<file path="config.mk">
export PLATFORM = sky130hd
export DESIGN_NAME = io_bridge
export DESIGN_NICKNAME = d
export VERILOG_FILES = /design/src/rtl/io_bridge_pkg.sv /design/src/rtl/io_bridge_debounce.sv /design/src/rtl/io_bridge.sv
export SDC_FILE = /design/constraint.sdc
export NUM_CORES = 1
export LEC_CHECK = 0
export BUFFER_PORTS_ARGS = -buffer_cell sky130_fd_sc_hd__clkbuf_2
export CAP_MARGIN = 20
export CORE_MARGIN = 5
export CORE_UTILIZATION = 36
export CTS_CLUSTER_DIAMETER = 50
export DETAILED_ROUTE_END_ITERATION = 7
export GPL_ROUTABILITY_DRIVEN = 0
export PLACE_DENSITY_LB_ADDON = 0.15
export SYNTH_ARGS = -nofsm -noshare
export SYNTH_HDL_FRONTEND = slang
export SYNTH_SLANG_ARGS = --single-unit
export TNS_END_PERCENT = 5
</file>
<file path="constraint.sdc">
create_clock -name clk_i -period 5.28 [get_ports clk_i]
set_input_delay 0.528 -clock clk_i [delete_from_list [all_inputs] [get_ports clk_i]]
set_output_delay 0.528 -clock clk_i [all_outputs]
set_load 0.005 [all_outputs]
</file>
<file path="src/rtl/io_bridge_pkg.sv">
// rtl/io_bridge_pkg.sv - shared constants, keypad FSM states and key lookup for io_bridge
package io_bridge_pkg;

    localparam logic [1:0] ADDR_SW  = 2'd0;
    localparam logic [1:0] ADDR_KEY = 2'd1;
    localparam logic [1:0] ADDR_LED = 2'd2;

    localparam int KEY_VALID_BIT = 31;
    localparam int KEY_OVR_BIT   = 30;

    typedef enum logic [1:0] {
        KB_SCAN     = 2'd0,
        KB_PRESS_DB = 2'd1,
        KB_HELD     = 2'd2,
        KB_REL_DB   = 2'd3
    } kb_state_t;

    function automatic logic [1:0] onehot_idx(input logic [3:0] v);
        logic [1:0] idx;
        case (v)
            4'b0010: idx = 2'd1;
            4'b0100: idx = 2'd2;
            4'b1000: idx = 2'd3;
            default: idx = 2'd0;
        endcase
        return idx;
    endfunction

    function automatic logic [3:0] key_map(input logic [1:0] row, input logic [1:0] col);
        logic [3:0] code;
        case ({row, col})
            4'h0: code = 4'h1;
            4'h1: code = 4'h2;
            4'h2: code = 4'h3;
            4'h3: code = 4'hA;
            4'h4: code = 4'h4;
            4'h5: code = 4'h5;
            4'h6: code = 4'h6;
            4'h7: code = 4'hB;
            4'h8: code = 4'h7;
            4'h9: code = 4'h8;
            4'hA: code = 4'h9;
            4'hB: code = 4'hC;
            4'hC: code = 4'hE;
            4'hD: code = 4'h0;
            4'hE: code = 4'hF;
            default: code = 4'hD;
        endcase
        return code;
    endfunction

endpackage

</file>
<file path="src/rtl/io_bridge_debounce.sv">
// rtl/io_bridge_debounce.sv - 2-flop synchroniser plus stable-count debouncer
module io_debounce #(
    parameter int W       = 1,
    parameter int DEB_CYC = 2
) (
    input  logic         clk_i,
    input  logic         rst_n_i,
    input  logic [W-1:0] din_i,
    output logic [W-1:0] dout_o
);

    localparam int CNT_W = $clog2(DEB_CYC + 1);

    logic [W-1:0]     r_sync1;
    logic [W-1:0]     r_sync2;
    logic [W-1:0]     r_prev;
    logic [W-1:0]     r_out;
    logic [CNT_W-1:0] r_cnt;

    // r_prev lags r_sync2 by one cycle so any change restarts the stable count.
    always_ff @(posedge clk_i) begin
        if (!rst_n_i) begin
            r_sync1 <= '0;
            r_sync2 <= '0;
            r_prev  <= '0;
            r_out   <= '0;
            r_cnt   <= '0;
        end else begin
            r_sync1 <= din_i;
            r_sync2 <= r_sync1;
            r_prev  <= r_sync2;
            if (r_sync2 == r_out) begin
                r_cnt <= '0;
            end else if (r_sync2 != r_prev) begin
                r_cnt <= CNT_W'(1);
            end else if (r_cnt >= CNT_W'(DEB_CYC - 1)) begin
                r_out <= r_sync2;
                r_cnt <= '0;
            end else begin
                r_cnt <= r_cnt + 1'b1;
            end
        end
    end

    assign dout_o = r_out;

endmodule

</file>
<file path="src/rtl/io_bridge.sv">
// rtl/io_bridge.sv - memory-mapped switch, scanned keypad and LED peripheral
module io_bridge
    import io_bridge_pkg::*;
#(
    parameter int SW_W      = 24,
    parameter int LED_W     = 24,
    parameter int MODE_W    = 4,
    parameter int TEST_MODE = 2,
    parameter int SCAN_CYC  = 1000,
    parameter int DEB_CYC   = 20000
) (
    input  logic              clk_i,
    input  logic              rst_n_i,
    input  logic [SW_W-1:0]   switch_i,
    input  logic [3:0]        kb_col_i,
    output logic [3:0]        kb_row_o,
    output logic [LED_W-1:0]  led_o,
    input  logic [MODE_W-1:0] mode_i,
    input  logic [1:0]        io_addr_i,
    input  logic              io_rd_i,
    input  logic              io_wr_i,
    input  logic [31:0]       io_wdata_i,
    output logic [31:0]       io_rdata_o
);

    localparam int LO_W   = LED_W - MODE_W;
    localparam int SCAN_W = $clog2(SCAN_CYC + 1);
    localparam int DEB_W  = $clog2(DEB_CYC + 1);

    logic [SW_W-1:0] w_sw;

    io_debounce #(
        .W       (SW_W),
        .DEB_CYC (DEB_CYC)
    ) u_sw_deb (
        .clk_i   (clk_i),
        .rst_n_i (rst_n_i),
        .din_i   (switch_i),
        .dout_o  (w_sw)
    );

    logic [3:0]        r_col_s1;
    logic [3:0]        r_col_s2;
    logic [3:0]        w_col;
    logic              w_col_onehot;
    kb_state_t         r_state;
    kb_state_t         w_state_nxt;
    logic [3:0]        r_row;
    logic [3:0]        r_cap_col;
    logic [SCAN_W-1:0] r_scan_cnt;
    logic [DEB_W-1:0]  r_deb_cnt;
    logic              w_rotate;
    logic              w_capture;
    logic              w_deb_inc;
    logic              w_key_evt;
    logic              r_key_valid;
    logic              r_key_ovr;
    logic [3:0]        r_key_code;
    logic              w_rd_key;
    logic              w_test;
    logic              r_was_test;
    logic [LO_W-1:0]   r_led;
    logic [LO_W-1:0]   w_led_lo;
    logic              w_unused_wdata;

    assign w_col        = r_col_s2;
    assign w_col_onehot = (w_col != 4'b0) && ((w_col & (w_col - 4'd1)) == 4'b0);
    assign w_rd_key     = io_rd_i && (io_addr_i == ADDR_KEY);
    assign w_test       = (mode_i == MODE_W'(TEST_MODE));

    always_comb begin
        w_state_nxt = r_state;
        w_rotate    = 1'b0;
        w_capture   = 1'b0;
        w_deb_inc   = 1'b0;
        w_key_evt   = 1'b0;
        case (r_state)
            KB_SCAN: begin
                if (w_col_onehot) begin
                    w_capture   = 1'b1;
                    w_state_nxt = KB_PRESS_DB;
                end else if (r_scan_cnt == SCAN_W'(SCAN_CYC - 1)) begin
                    w_rotate = 1'b1;
                end
            end
            KB_PRESS_DB: begin
                if (w_col != r_cap_col) begin
                    w_state_nxt = KB_SCAN;
                end else if (r_deb_cnt == DEB_W'(DEB_CYC - 1)) begin
                    w_state_nxt = KB_HELD;
                    w_key_evt   = 1'b1;
                end else begin
                    w_deb_inc = 1'b1;
                end
            end
            KB_HELD: begin
                if (w_col == 4'b0) begin
                    w_state_nxt = KB_REL_DB;
                end
            end
            KB_REL_DB: begin
                if (w_col != 4'b0) begin
                    w_state_nxt = KB_HELD;
                end else if (r_deb_cnt == DEB_W'(DEB_CYC - 1)) begin
                    w_state_nxt = KB_SCAN;
                end else begin
                    w_deb_inc = 1'b1;
                end
            end
            default: w_state_nxt = KB_SCAN;
        endcase
    end

    always_ff @(posedge clk_i) begin
        if (!rst_n_i) begin
            r_state <= KB_SCAN;
        end else begin
            r_state <= w_state_nxt;
        end
    end

    // Row stays frozen outside SCAN, so rotation resumes from the captured row.
    always_ff @(posedge clk_i) begin
        if (!rst_n_i) begin
            r_col_s1   <= '0;
            r_col_s2   <= '0;
            r_row      <= 4'b0001;
            r_cap_col  <= '0;
            r_scan_cnt <= '0;
            r_deb_cnt  <= '0;
        end else begin
            r_col_s1  <= kb_col_i;
            r_col_s2  <= r_col_s1;
            r_deb_cnt <= w_deb_inc ? r_deb_cnt + 1'b1 : '0;
            if (r_state == KB_SCAN && !w_capture && !w_rotate) begin
                r_scan_cnt <= r_scan_cnt + 1'b1;
            end else begin
                r_scan_cnt <= '0;
            end
            if (w_rotate) begin
                r_row <= {r_row[2:0], r_row[3]};
            end
            if (w_capture) begin
                r_cap_col <= w_col;
            end
        end
    end

    // A key event on the same edge as a key-register read wins and clears overrun.
    always_ff @(posedge clk_i) begin
        if (!rst_n_i) begin
            r_key_valid <= 1'b0;
            r_key_ovr   <= 1'b0;
            r_key_code  <= '0;
        end else if (w_key_evt) begin
            r_key_code  <= key_map(onehot_idx(r_row), onehot_idx(r_cap_col));
            r_key_valid <= 1'b1;
            r_key_ovr   <= w_rd_key ? 1'b0 : (r_key_ovr | r_key_valid);
        end else if (w_rd_key) begin
            r_key_valid <= 1'b0;
            r_key_ovr   <= 1'b0;
        end
    end

    always_ff @(posedge clk_i) begin
        if (!rst_n_i) begin
            r_was_test <= 1'b0;
            r_led      <= '0;
        end else begin
            r_was_test <= w_test;
            if (r_was_test && !w_test) begin
                r_led <= '0;
            end else if (io_wr_i && io_addr_i == ADDR_LED && !w_test) begin
                r_led <= io_wdata_i[LO_W-1:0];
            end
        end
    end

    assign w_led_lo       = w_test ? {LO_W{1'b1}} : r_led;
    assign led_o          = {mode_i, w_led_lo};
    assign kb_row_o       = r_row;
    assign w_unused_wdata = ^io_wdata_i[31:LO_W];

    always_comb begin
        io_rdata_o = '0;
        case (io_addr_i)
            ADDR_SW:  io_rdata_o[SW_W-1:0] = w_sw;
            ADDR_KEY: begin
                io_rdata_o[KEY_VALID_BIT] = r_key_valid;
                io_rdata_o[KEY_OVR_BIT]   = r_key_ovr;
                io_rdata_o[3:0]           = r_key_code;
            end
            ADDR_LED: io_rdata_o[LO_W-1:0] = r_led;
            default:  io_rdata_o = '0;
        endcase
    end

endmodule

</file>
; ---- Word level (Yosys, flattened, before mapping)
; Memory sizes are Yosys's and may differ from the RTL's. A register that Yosys moved wholly into a read port is not among the register bits.
; Cells that the tools add are included.
[totals]
ff_bits = 177
mem_bits_ro = 64
inputBits = 70
out_inout_bits = 60
memories = 1
[mem_list]
columns = memory, depth, word_bits, read_ports, rd_ports_with_merged_regs, wr, line_no
row1 = (name not given), 16, 4, 1, 1, 0, io_bridge_pkg.sv:31  ; case ({row, col})
[op_classes]
addsub = 4
magnitude_cmp = 1
n_eq_ne = 21
muxes = 36
n_bitwise = 5
n_reduce_logical = 24
[ops]
columns = cell, count
row1 = case mux 16 bit (2 select lines), 1
row2 = "adder 15 x 1 -> 15 bit, second input constant", 2
row3 = == test 24 bit, 1
row4 = != test 24 bit, 1
row5 = two-way mux 2 bit, 11
row6 = two-way mux 20 bit, 1
row7 = two-way mux 1 bit, 17
row8 = "== test 15 bit, second input constant", 1
row9 = ">= comparator 15 bit, second input constant", 1
row10 = "== test 4 x 2 -> 1 bit, second input constant", 3
row11 = case mux 2 bit (3 select lines), 2
row12 = case mux 4 bit (3 select lines), 1
row13 = "adder 10 x 1 -> 10 bit, second input constant", 1
row14 = "== test 10 bit, second input constant", 1
row15 = "== test 4 x 3 -> 1 bit, second input constant", 2
row16 = "== test 4 bit, second input constant", 2
row17 = zero test 4 bit, 2
row18 = case mux 2 bit (4 select lines), 1
row19 = logical AND 1 bit, 7
row20 = "== test 2 bit, second input constant", 3
row21 = "!= test 3 bit, second input constant", 2
row22 = bitwise AND 4 bit, 1
row23 = "== test 2 x 1 -> 1 bit, second input constant", 2
row24 = zero test 1 bit, 4
row25 = 15 further kinds, 21

; ---- Logic depth before layout (Yosys ltp)
; Gate-level depths: netlist of the first run.
[logic_depth]
depth_word = 10
ltp_mapped = 9
mapped_depth_nobuf = 9

; ---- Hierarchy
; Synthesis of the first run repeated with hierarchy kept, for this count alone.
[hier_totals]
hier_cells = 826
hier_area_um2 = 7581.0
[by_module_without_submodules]
columns = module, n_inst, cells_each, area_each_um2
row1 = io_debounce, 1, 393, 3986.3
row2 = io_bridge, 1, 433, 3594.7

; ---- Worst setup path before layout of the first run
; Ideal clock, no wire load.
[synth_timing]
path_kind = in2out
start = in mode_i[0]
end = out led_o[10]
arrival_ps = 1454
required_time_ps = 4752
path_slack_ps = 3298
path_stages = 3
path_cell_list = nor4b_1 clkbuf_1 or2_2
[synth_between]
elab_chain_len = 2
[synth_lines]
columns = element, line_no
row1 = start: declaration, io_bridge.sv:18  ; input logic [MODE_W-1:0] mode_i,
row2 = == test 4 x 2 -> 1 bit, io_bridge.sv:69  ; assign w_test = (mode_i == MODE_W'(TEST_MODE));
row3 = two-way mux 20 bit, io_bridge.sv:179  ; assign w_led_lo = w_test ? {LO_W{1'b1}} : r_led;
row4 = end: declaration, io_bridge.sv:17  ; output logic [LED_W-1:0] led_o,
; No other way between the ends.

; ---- Worst setup path in the final report of the first run
[layout_timing]
start = reg u_sw_deb.r_sync2[0]
end = reg u_sw_deb.r_out[22] (netlist: u_sw_deb.dout_o[22])
[layout_between]
elab_chain_len = 3
[layout_lines]
columns = element, line_no
row1 = start: declaration, io_bridge_debounce.sv:15  ; logic [W-1:0] r_sync2;
row2 = start signal: assignment, io_bridge_debounce.sv:30  ; r_sync2 <= r_sync1;
row3 = == test 24 bit / != test 24 bit (equally long branches), "io_bridge_debounce.sv:32, io_bridge_debounce.sv:34"
row4 = NOT 1 bit (no line), n/a
row5 = AND reduction 3 bit (no line) (*), n/a
row6 = end signal: assignment, io_bridge_debounce.sv:37  ; r_out <= r_sync2;
row7 = end: declaration, io_bridge_debounce.sv:17  ; logic [W-1:0] r_out;
; Mark *: on every way between the ends. The rest lies on a longest branch, timed or not.
; A chain may end at the register's enable or synchronous reset.

==> out/results.tsv, run 1 <==
stage	metric	value	unit
status	status	finished clean	
yosys	synthesis-stage register bit count	181	
floorplan	Initial Util	0.366	
floorplan	placement row count	52	
critical_path	Worst Setup SP	u_sw_deb.r_sync2[0]	
critical_path	CP Launch Type	register	
min_path	Worst Hold Class	in -> reg	
clock_tree	Root Driver	clkbuf_16	
yosys	Synth cell types	43	
finish	commonest non-fill, non-tap cell in the layout	dfxtp_1	
min_path	hold_sp	kb_col_i[1]	
grt	largest net degree at the start of global routing	69	
floorplan	Core ar.	0.0203	mm^2
flow_run	max cap viols	0	
floorplan	Die H	154	um
sta	minimum clock period	2610	ps
clock_tree	TritonCTS Buffers	17	
critical_path	Slowest-stage cell, CP	nor3_4	
grt	vias in the first global route	5259	
sta	Slew @ Worst Pin	953	ps
sta	final hold violation count	0	
power	Psw	0.000662	W
clock_tree	clock tree buffer depth	2	
yosys	YS warnings	0	
yosys	dominant synthesized flop cell	dfxtp_1	
place	placed cell count	1159	
finish	Layout Cells excl Fill	1190	
sta	Setup TNS	0	ps
power	PwrDens	322	mW/mm^2
sta	Max-slew headroom	0.364	
yosys	sequential share of the synthesized area	0.488	
sta	Final period util	0.494	
routing	Iter 0 DRT Violations	190	
sta	final setup vio count	0	
yosys	EDFF count, synth	0	
finish	Ant. Diodes	0	
critical_path	FF-to-FF Start	u_sw_deb.r_sync2[0]	
finish	Nets	986	
grt	global-route wire length before repair	26600	um
clock_tree	H-tree depth	4	
critical_path	CP peak stage delay	630	ps
yosys	syn_area_per_cell	9.13	um^2
floorplan	Die X-Extent	154	um
routing	Post-Route WL	16200	um
sta	unrepaired setup endpoints after global routing	no	
finish	number of fill cells	2078	
power	Clk pwr share	0.434	
grt	initial antenna violation count	0	
floorplan	die area	0.0236	mm^2
sta	Layout Skew	16.0	ps
power	P_leak	3.82	nW
routing	Routed wire per std cell	13.6	um
clock_tree	PostCTS Resize Cnt	0	
place	port bufs	111	
critical_path	crit-path cells	xnor2_1, nand4_1, nor4_1, nand3_1, nor3_4, buf_4, mux2i_1	
clock_tree	Post-CTS Hold Buffers	0	
sta	Slew Limit Fails	0	
yosys	Mapped Cells	813	
finish	Area growth syn-to-layout	17.3	%
yosys	Post-synth ARST share	0	
routing	Vias/cell	4.49	
clock_tree	CTS tree	done	
critical_path	critical setup path kind	reg -> reg	
finish	utilization after layout	0.429	
clock_tree	setup repair bufs after CTS	0	
power	P_int	0.00214	W
critical_path	worst-path maximum fanout	15	
grt	GRT Overall Usage	0.139	
grt	GRT overflow	0	
critical_path	WP data required	5630	ps
power	Max rail drop VDD	237	uV
place	post-detail-place hpwl	12000	um
yosys	Post-Synthesis Cell Area	0.00742	mm^2
power	switching share of power	0.236	
floorplan	IO Count	130	
routing	Vias	5348	
finish	layout cells sized above 1	0.188	
routing	final antenna-violating net count	0	
routing	Residual DRC	0	
clock_tree	worst skew pair latency	430	ps
critical_path	Worst setup EP type	register	
clock_tree	Reg clk slew, reported paths	70	ps
power	sequential power share	0.507	
routing	Pre-antenna DRT Iters	4	
finish	most frequent cells in the layout	181 x dfxtp_1, 114 x nand2_1, 110 x clkbuf_2	
sta	f_max	384	MHz
clock_tree	TritonCTS Sinks	181	
power	Comb pwr share	0.058	
critical_path	CP arrival	2950	ps
worst max-delay path: cells and delay by family, from the launching register on:
kind	cells	cell delay, ps
buf+inv	1	410
xor+xnor	1	260
simple gates	4	1300
mux	1	220
flops	1	340
through the flow:
stage,hold slack (ps),area [um^2],power [W],setup slack [ps]
finish,300,8710,0.00280,2670
global route,285,8710,0.00292,2380
CTS,284,8710,0.00284,2580
detailed placement,420,8150,0.00162,2600
global placement,415,8150,0.00162,2600
floorplan,412,7440,0.00156,3300
cells in the mapped netlist, types with 9 or more instances:
library cell  count  area (um^2)
and2_1           64          400
a21oi_1          25          125
mux2i_1          54          541
o21ai_0           9         45.0
xnor2_1          35          307
inv_1            35          131
nor2_1           85          319
or2_2            21          131
xor2_1           55          482
nand2_1         114          428
nor4_1           12         75.1
buf_4            10         75.1
clkbuf_1         24         90.1
dfxtp_1         181         3620
nand3_1          18         90.1
nand4_1          13         81.3
final cells by class:
type                    instances  area (um^2)  share of cell area
flip-flops and latches        181         3620               0.416
multi-input cells             558         3470               0.398
repair buffers                115          588              0.0675
clock buffers                  19          443              0.0508
well taps                     270          338              0.0388
inverters                      35          131              0.0151
clock inverters                12          119              0.0136
final timing paths:
path	to	slack, ps	cells past startpoint
max	u_sw_deb.dout_o[22]	2670	7
max reg2reg	u_sw_deb.dout_o[22]	2670	7
min	r_col_s1[1]	300	2
min reg2reg	r_col_s2[3]	440	1
flip-flops by register name (all words and copies together), names as in the netlist, 2 cells and up:
signal            cells
kb_row_o              4
r_cap_col             4
r_col_s1              4
r_col_s2              4
r_deb_cnt            15
r_key_code            4
r_led                20
r_scan_cnt           10
r_state               2
u_sw_deb.dout_o      24
u_sw_deb.r_cnt       15
u_sw_deb.r_prev      24
u_sw_deb.r_sync1     24
u_sw_deb.r_sync2     24
per-layer routing:
metal | share of wire | up-vias | global-route usage
li1 | - | 2795 | -
met1 | 0.47 | 2465 | 0.172
met2 | 0.49 | 77 | 0.238
met3 | 0.034 | 11 | 0.0346
met4 | 0.0081 | 0 | 0.0404
met5 | 0 | - | 0
power by group through the flow:
stage | combinational, W | sequential, W | clock, W
floorplan | 0.000112 | 0.00145 | 0
global placement | 0.000167 | 0.00145 | 0
detailed placement | 0.000168 | 0.00146 | 0
CTS | 0.000168 | 0.00142 | 0.00125
global route | 0.000186 | 0.00143 | 0.00131
finish | 0.000164 | 0.00142 | 0.00122
cell families (layout without fill, tap and decap cells):
group / after synthesis / in the layout / share of synthesized area
DFF: 181 / 181 / 0.488
muxes: 55 / 55 / 0.0758
AOI/OAI and AO/OA: 48 / 48 / 0.0389
xor gates and xnor gates: 90 / 90 / 0.106
adders and majority gates: 8 / 8 / 0.0135
and+or+nand+nor: 351 / 351 / 0.228
other: 1 / 6 / 0.000505
buffers and inverters: 79 / 181 / 0.0487
Note: power is estimated with default switching activity, not from simulation.
==> run 2: changes to the inputs <==
- clock period: 5.28 -> 2.61 ns (I/O delays scaled with it)
==> run 2 against run 1 <==
Effect of this change:
- first-iteration DRC count up 19%
- register-to-register slack worse by 2200 ps
- power up 110%
- combinational power up 110%
- clock skew down 5.2 ps
- die area unchanged
- via count up 0.79%
- critical endpoint is now u_sw_deb.r_cnt[3]
- largest cell class unchanged
- largest power group unchanged
- highest routed layer unchanged
==> out/results.tsv, run 2 (synthesized netlist as in run 1, its figures left out) <==
stage	metric	value	unit
routing	Pre-antenna DRT Iters	4	
place	DP Area	0.00823	mm^2
sta	f_max	463	MHz
routing	Iter 0 DRT Violations	227	
sta	Layout Skew	10.8	ps
finish	layout cells sized above 1	0.197	
sta	final setup vio count	0	
sta	Final period util	0.827	
finish	number of fill cells	2028	
floorplan	IO Count	130	
finish	register area	0.00362	mm^2
critical_path	critical setup path kind	reg -> reg	
finish	area of the multi-input gates	0.00346	mm^2
routing	Residual DRC	0	
grt	GRT overflow	0	
critical_path	WP data required	2970	ps
finish	Nets	997	
min_path	Worst Hold Class	in -> reg	
critical_path	Worst setup endpoint	u_sw_deb.r_cnt[3]	
floorplan	die area	0.0236	mm^2
power	final total power	0.00592	W
place	post-detail-place hpwl	12100	um
finish	commonest non-fill, non-tap cell in the layout	dfxtp_1	
clock_tree	Reg clk slew, reported paths	70	ps
finish	Layout Cells excl Fill	1202	
clock_tree	H-tree depth	4	
flow_run	max cap viols	0	
status	status	finished clean	
clock_tree	PostCTS Resize Cnt	0	
clock_tree	CTS tree	done	
grt	largest net degree at the start of global routing	56	
routing	Vias/cell	4.48	
sta	Slew Limit Fails	0	
clock_tree	setup repair bufs after CTS	0	
critical_path	flop-to-flop setup slack	450	ps
power	PwrDens	669	mW/mm^2
critical_path	worst-path maximum fanout	14	
routing	final antenna-violating net count	0	
grt	GRT Overall Usage	0.143	
finish	Ant. Diodes	0	
clock_tree	Post-CTS Hold Buffers	0	
power	P_leak	3.90	nW
sta	Slew @ Worst Pin	760	ps
routing	Routed wire per std cell	13.7	um
clock_tree	Root Driver	clkbuf_16	
place	port bufs	111	
critical_path	R2R depth	6	
power	Max rail drop VDD	513	uV
sta	unrepaired setup endpoints after global routing	no	
clock_tree	TritonCTS Sinks	181	
clock_tree	clock tree buffer depth	2	
floorplan	placement row count	52	
critical_path	CP Launch Type	register	
grt	global-route wire length before repair	27200	um
floorplan	Initial Util	0.366	
place	placed cell count	1170	
critical_path	Worst setup EP type	register	
clock_tree	TritonCTS Buffers	17	
finish	final instance area	0.00885	mm^2
grt	initial antenna violation count	0	
critical_path	terminus of the critical flop-to-flop path	u_sw_deb.r_cnt[3]	
sta	Max-slew headroom	0.492	
sta	minimum clock period	2160	ps
floorplan	Die H	154	um
finish	most frequent cells in the layout	181 x dfxtp_1, 114 x nand2_1, 110 x clkbuf_2	
finish	Area growth syn-to-layout	19.3	%
routing	Vias	5390	
critical_path	CP arrival	2520	ps
sta	final hold violation count	0	
critical_path	FF-to-FF Start	u_sw_deb.r_sync2[0]	
grt	vias in the first global route	5352	
sta	Setup TNS	0	ps
critical_path	Worst Setup SP	u_sw_deb.r_sync2[0]	
routing	Post-Route WL	16500	um
floorplan	Core ar.	0.0203	mm^2
clock_tree	worst skew pair latency	430	ps
floorplan	Die X-Extent	154	um
run 2: cell types whose count changed in the layout (fill, tap and decap cells not counted), sizes merged:
cell / before / now
buf: 5 / 16
bufinv: 1 / 3
clkbuf: 129 / 132
clkinv: 3 / 1
clkinvlp: 3 / 4
inv: 40 / 37
run 2: stage by stage:
step | hold slack (ps) | setup WS [ps] | util
after floorplan | 388 | 736 | -
after global placement | 416 | 444 | 0.405
after detailed placement | 417 | 421 | 0.405
after CTS | 7.73 | 401 | 0.436
after global routing | 8.72 | 213 | 0.436
final | 29.2 | 452 | 0.436
run 2: cell type report:
cell class,instances,area share
inverters,35,0.0148
well taps,270,0.0382
repair buffers,126,0.0757
clock buffers,22,0.0547
multi-input cells,558,0.391
flip-flops and latches,181,0.409
clock inverters,10,0.0161
run 2: per-layer routing:
metal  share of wire  global-route usage  vias to the layer above
met5               0                   0                        -
met1            0.46               0.176                     2471
met3           0.042              0.0377                       17
li1                -                   -                     2817
met4           0.011              0.0429                        0
met2            0.48               0.246                       85
run 2: worst min path at each step:
stage | from | to | slack, ps | cells past startpoint
floorplan | kb_col_i[0] | r_col_s1[0] | 390 | 1
global placement | u_sw_deb.r_sync1[0] | u_sw_deb.r_sync2[0] | 420 | 1
detailed placement | r_col_s1[0] | r_col_s2[0] | 420 | 1
CTS | kb_col_i[2] | r_col_s1[2] | 8 | 2
global route | kb_col_i[2] | r_col_s1[2] | 9 | 2
finish | kb_col_i[1] | r_col_s1[1] | 30 | 2
run 2: power breakdown:
group	switching [W]	internal, W
registers	0.0000468	0.00283
clock network	0.00108	0.00161
logic	0.000184	0.000162
total	0.00131	0.00461
run 2: worst max-delay path: stages (launching register included):
cell and delay (ps):
dfxtp_1 340, xnor2_1 230, nand4_1 120, nor4_1 330, nand3_1 220, or3b_1 660, nor2_1 180
==> run 3: changes to the inputs <==
- clock period: 2.61 -> 2.1 ns (I/O delays scaled with it)
==> run 3 against run 2 <==
Effect of this change:
- largest power group unchanged
- highest routed layer unchanged
- power rose by 26%
- die area did not move
- critical path type unchanged
- critical path depth rose by 1
- global-route usage rose by 0.39 points
==> out/results.tsv, run 3 (synthesized netlist as in run 1, its figures left out) <==
stage	metric	value	unit
status	status	finished clean	
routing	Post-Route WL	17100	um
grt	vias in the first global route	5602	
place	post-detail-place hpwl	12300	um
finish	Area growth syn-to-layout	27.4	%
critical_path	Slowest-stage cell, CP	or3b_1	
routing	Vias	5610	
min_path	hold depth	3	
power	P_leak	4.16	nW
routing	final antenna-violating net count	0	
clock_tree	worst skew pair latency	430	ps
routing	wire length on met3	564	um
min_path	Worst Hold Class	in -> reg	
critical_path	flop-to-flop setup slack	120	ps
power	Max rail drop VDD	598	uV
sta	Layout Skew	18.5	ps
routing	Routed wire per std cell	13.7	um
sta	Final period util	0.944	
grt	largest net degree at the start of global routing	57	
sta	f_max	504	MHz
finish	area of the multi-input gates	0.00351	mm^2
routing	Pre-antenna DRT Iters	4	
routing	Top Metal Used	met4	
critical_path	critical setup path kind	reg -> reg	
finish	Ant. Diodes	0	
sta	final setup vio count	0	
clock_tree	H-tree depth	4	
finish	final instance area	0.00946	mm^2
sta	minimum clock period	1980	ps
sta	final hold violation count	0	
finish	number of fill cells	2002	
grt	GRT overflow	0	
sta	Hold Slack	14.7	ps
routing	Vias/cell	4.47	
critical_path	crit-path cells	xnor2_2, nand4_1, nor4_2, nand3_2, or3b_1, buf_4, nor2_1	
clock_tree	CTS tree	done	
critical_path	FF-to-FF Start	u_sw_deb.r_sync2[0]	
routing	Residual DRC	0	
finish	commonest non-fill, non-tap cell in the layout	dfxtp_1	
floorplan	Die H	154	um
finish	most frequent cells in the layout	176 x dfxtp_1, 114 x nand2_1, 110 x clkbuf_2	
place	DP Area	0.00832	mm^2
clock_tree	Root Driver	clkbuf_16	
min_path	hold_sp	io_wdata_i[6]	
critical_path	WP data required	2450	ps
routing	DRT met1 WL	7700	um
finish	layout cells sized above 1	0.210	
clock_tree	TritonCTS Buffers	17	
sta	Slew Limit Fails	0	
routing	Iter 0 DRT Violations	216	
clock_tree	clock tree buffer depth	2	
floorplan	IO Count	130	
clock_tree	TritonCTS Sinks	181	
floorplan	Initial Util	0.366	
floorplan	die area	0.0236	mm^2
place	placed cell count	1179	
place	port bufs	111	
grt	initial antenna violation count	0	
critical_path	Worst setup EP type	register	
critical_path	worst-path maximum fanout	8	
finish	utilization after layout	0.466	
floorplan	Core ar.	0.0203	mm^2
critical_path	terminus of the critical flop-to-flop path	u_sw_deb.r_cnt[13]	
finish	register area	0.00363	mm^2
floorplan	placement row count	52	
place	Setup WS pre-CTS	43.1	ps
critical_path	CP Launch Type	register	
critical_path	CP arrival	2340	ps
clock_tree	Reg clk slew, reported paths	70	ps
grt	GRT Overall Usage	0.147	
min_path	Worst Hold Path EP	r_led[6]	
finish	Layout Cells excl Fill	1254	
grt	global-route wire length before repair	28200	um
routing	met2 routed WL	8690	um
power	PwrDens	791	mW/mm^2
critical_path	CP peak stage delay	430	ps
critical_path	R2R depth	7	
sta	Final WS setup	118	ps
flow_run	max cap viols	0	
sta	Max-slew headroom	0.488	
finish	Nets	1049	
floorplan	Die X-Extent	154	um
sta	Slew @ Worst Pin	765	ps
==> run 3: critical path: cells and delay by family (launching register included) <==
kind	cells	cell delay, ps
simple gates	5	1150
xor+xnor	1	150
buf+inv	1	180
flops	1	420
==> run 3: layer usage <==
layer	vias to the layer above	GRT usage
met3	13	0.0379
met4	0	0.0395
li1	2925	-
met1	2585	0.180
met2	87	0.256
met5	-	0
==> run 3: worst max-delay path by stage <==
stage | slack (ps) | endpoint | from
after floorplan | 230 | r_key_code[1] | r_cap_col[3]
after global placement | 140 | u_sw_deb.dout_o[8] | u_sw_deb.r_sync2[0]
after detailed placement | 40 | u_sw_deb.dout_o[21] | u_sw_deb.r_sync2[0]
after CTS | 7 | u_sw_deb.r_cnt[13] | u_sw_deb.r_sync2[0]
after global routing | -20 | u_sw_deb.dout_o[8] | u_sw_deb.r_sync2[0]
final | 120 | u_sw_deb.r_cnt[13] | u_sw_deb.r_sync2[0]
==> run 3: final cells by class <==
class / instances / area share
inverter: 35 / 0.0139
clock buffer: 21 / 0.0487
clock inverter: 11 / 0.0185
tap: 270 / 0.0357
timing repair buffer: 178 / 0.129
multi-input combinational: 558 / 0.371
sequential: 181 / 0.384
==> run 3: power breakdown <==
part	internal [W]	switching, W
combinational	0.000264	0.000249
clock	0.00206	0.00133
sequential	0.00352	0.0000594
total	0.00585	0.00163
==> run 3: stage by stage <==
stage	power, W	TNS (ps)
final	0.00748	0
after global routing	0.00779	-61.6
after CTS	0.00758	0
after detailed placement	0.00411	0
after global placement	0.00411	0
after floorplan	0.00392	0
==> run 3: repair_timing <==
item                       in CTS  in global routing
pin swaps                       1                  5
resized for setup               0                 12
buffers inserted                0                  2
setup endpoints to repair       1                 40
cloned                          0                  1
hold endpoints to repair       40                  0
hold buffers                   40                  0
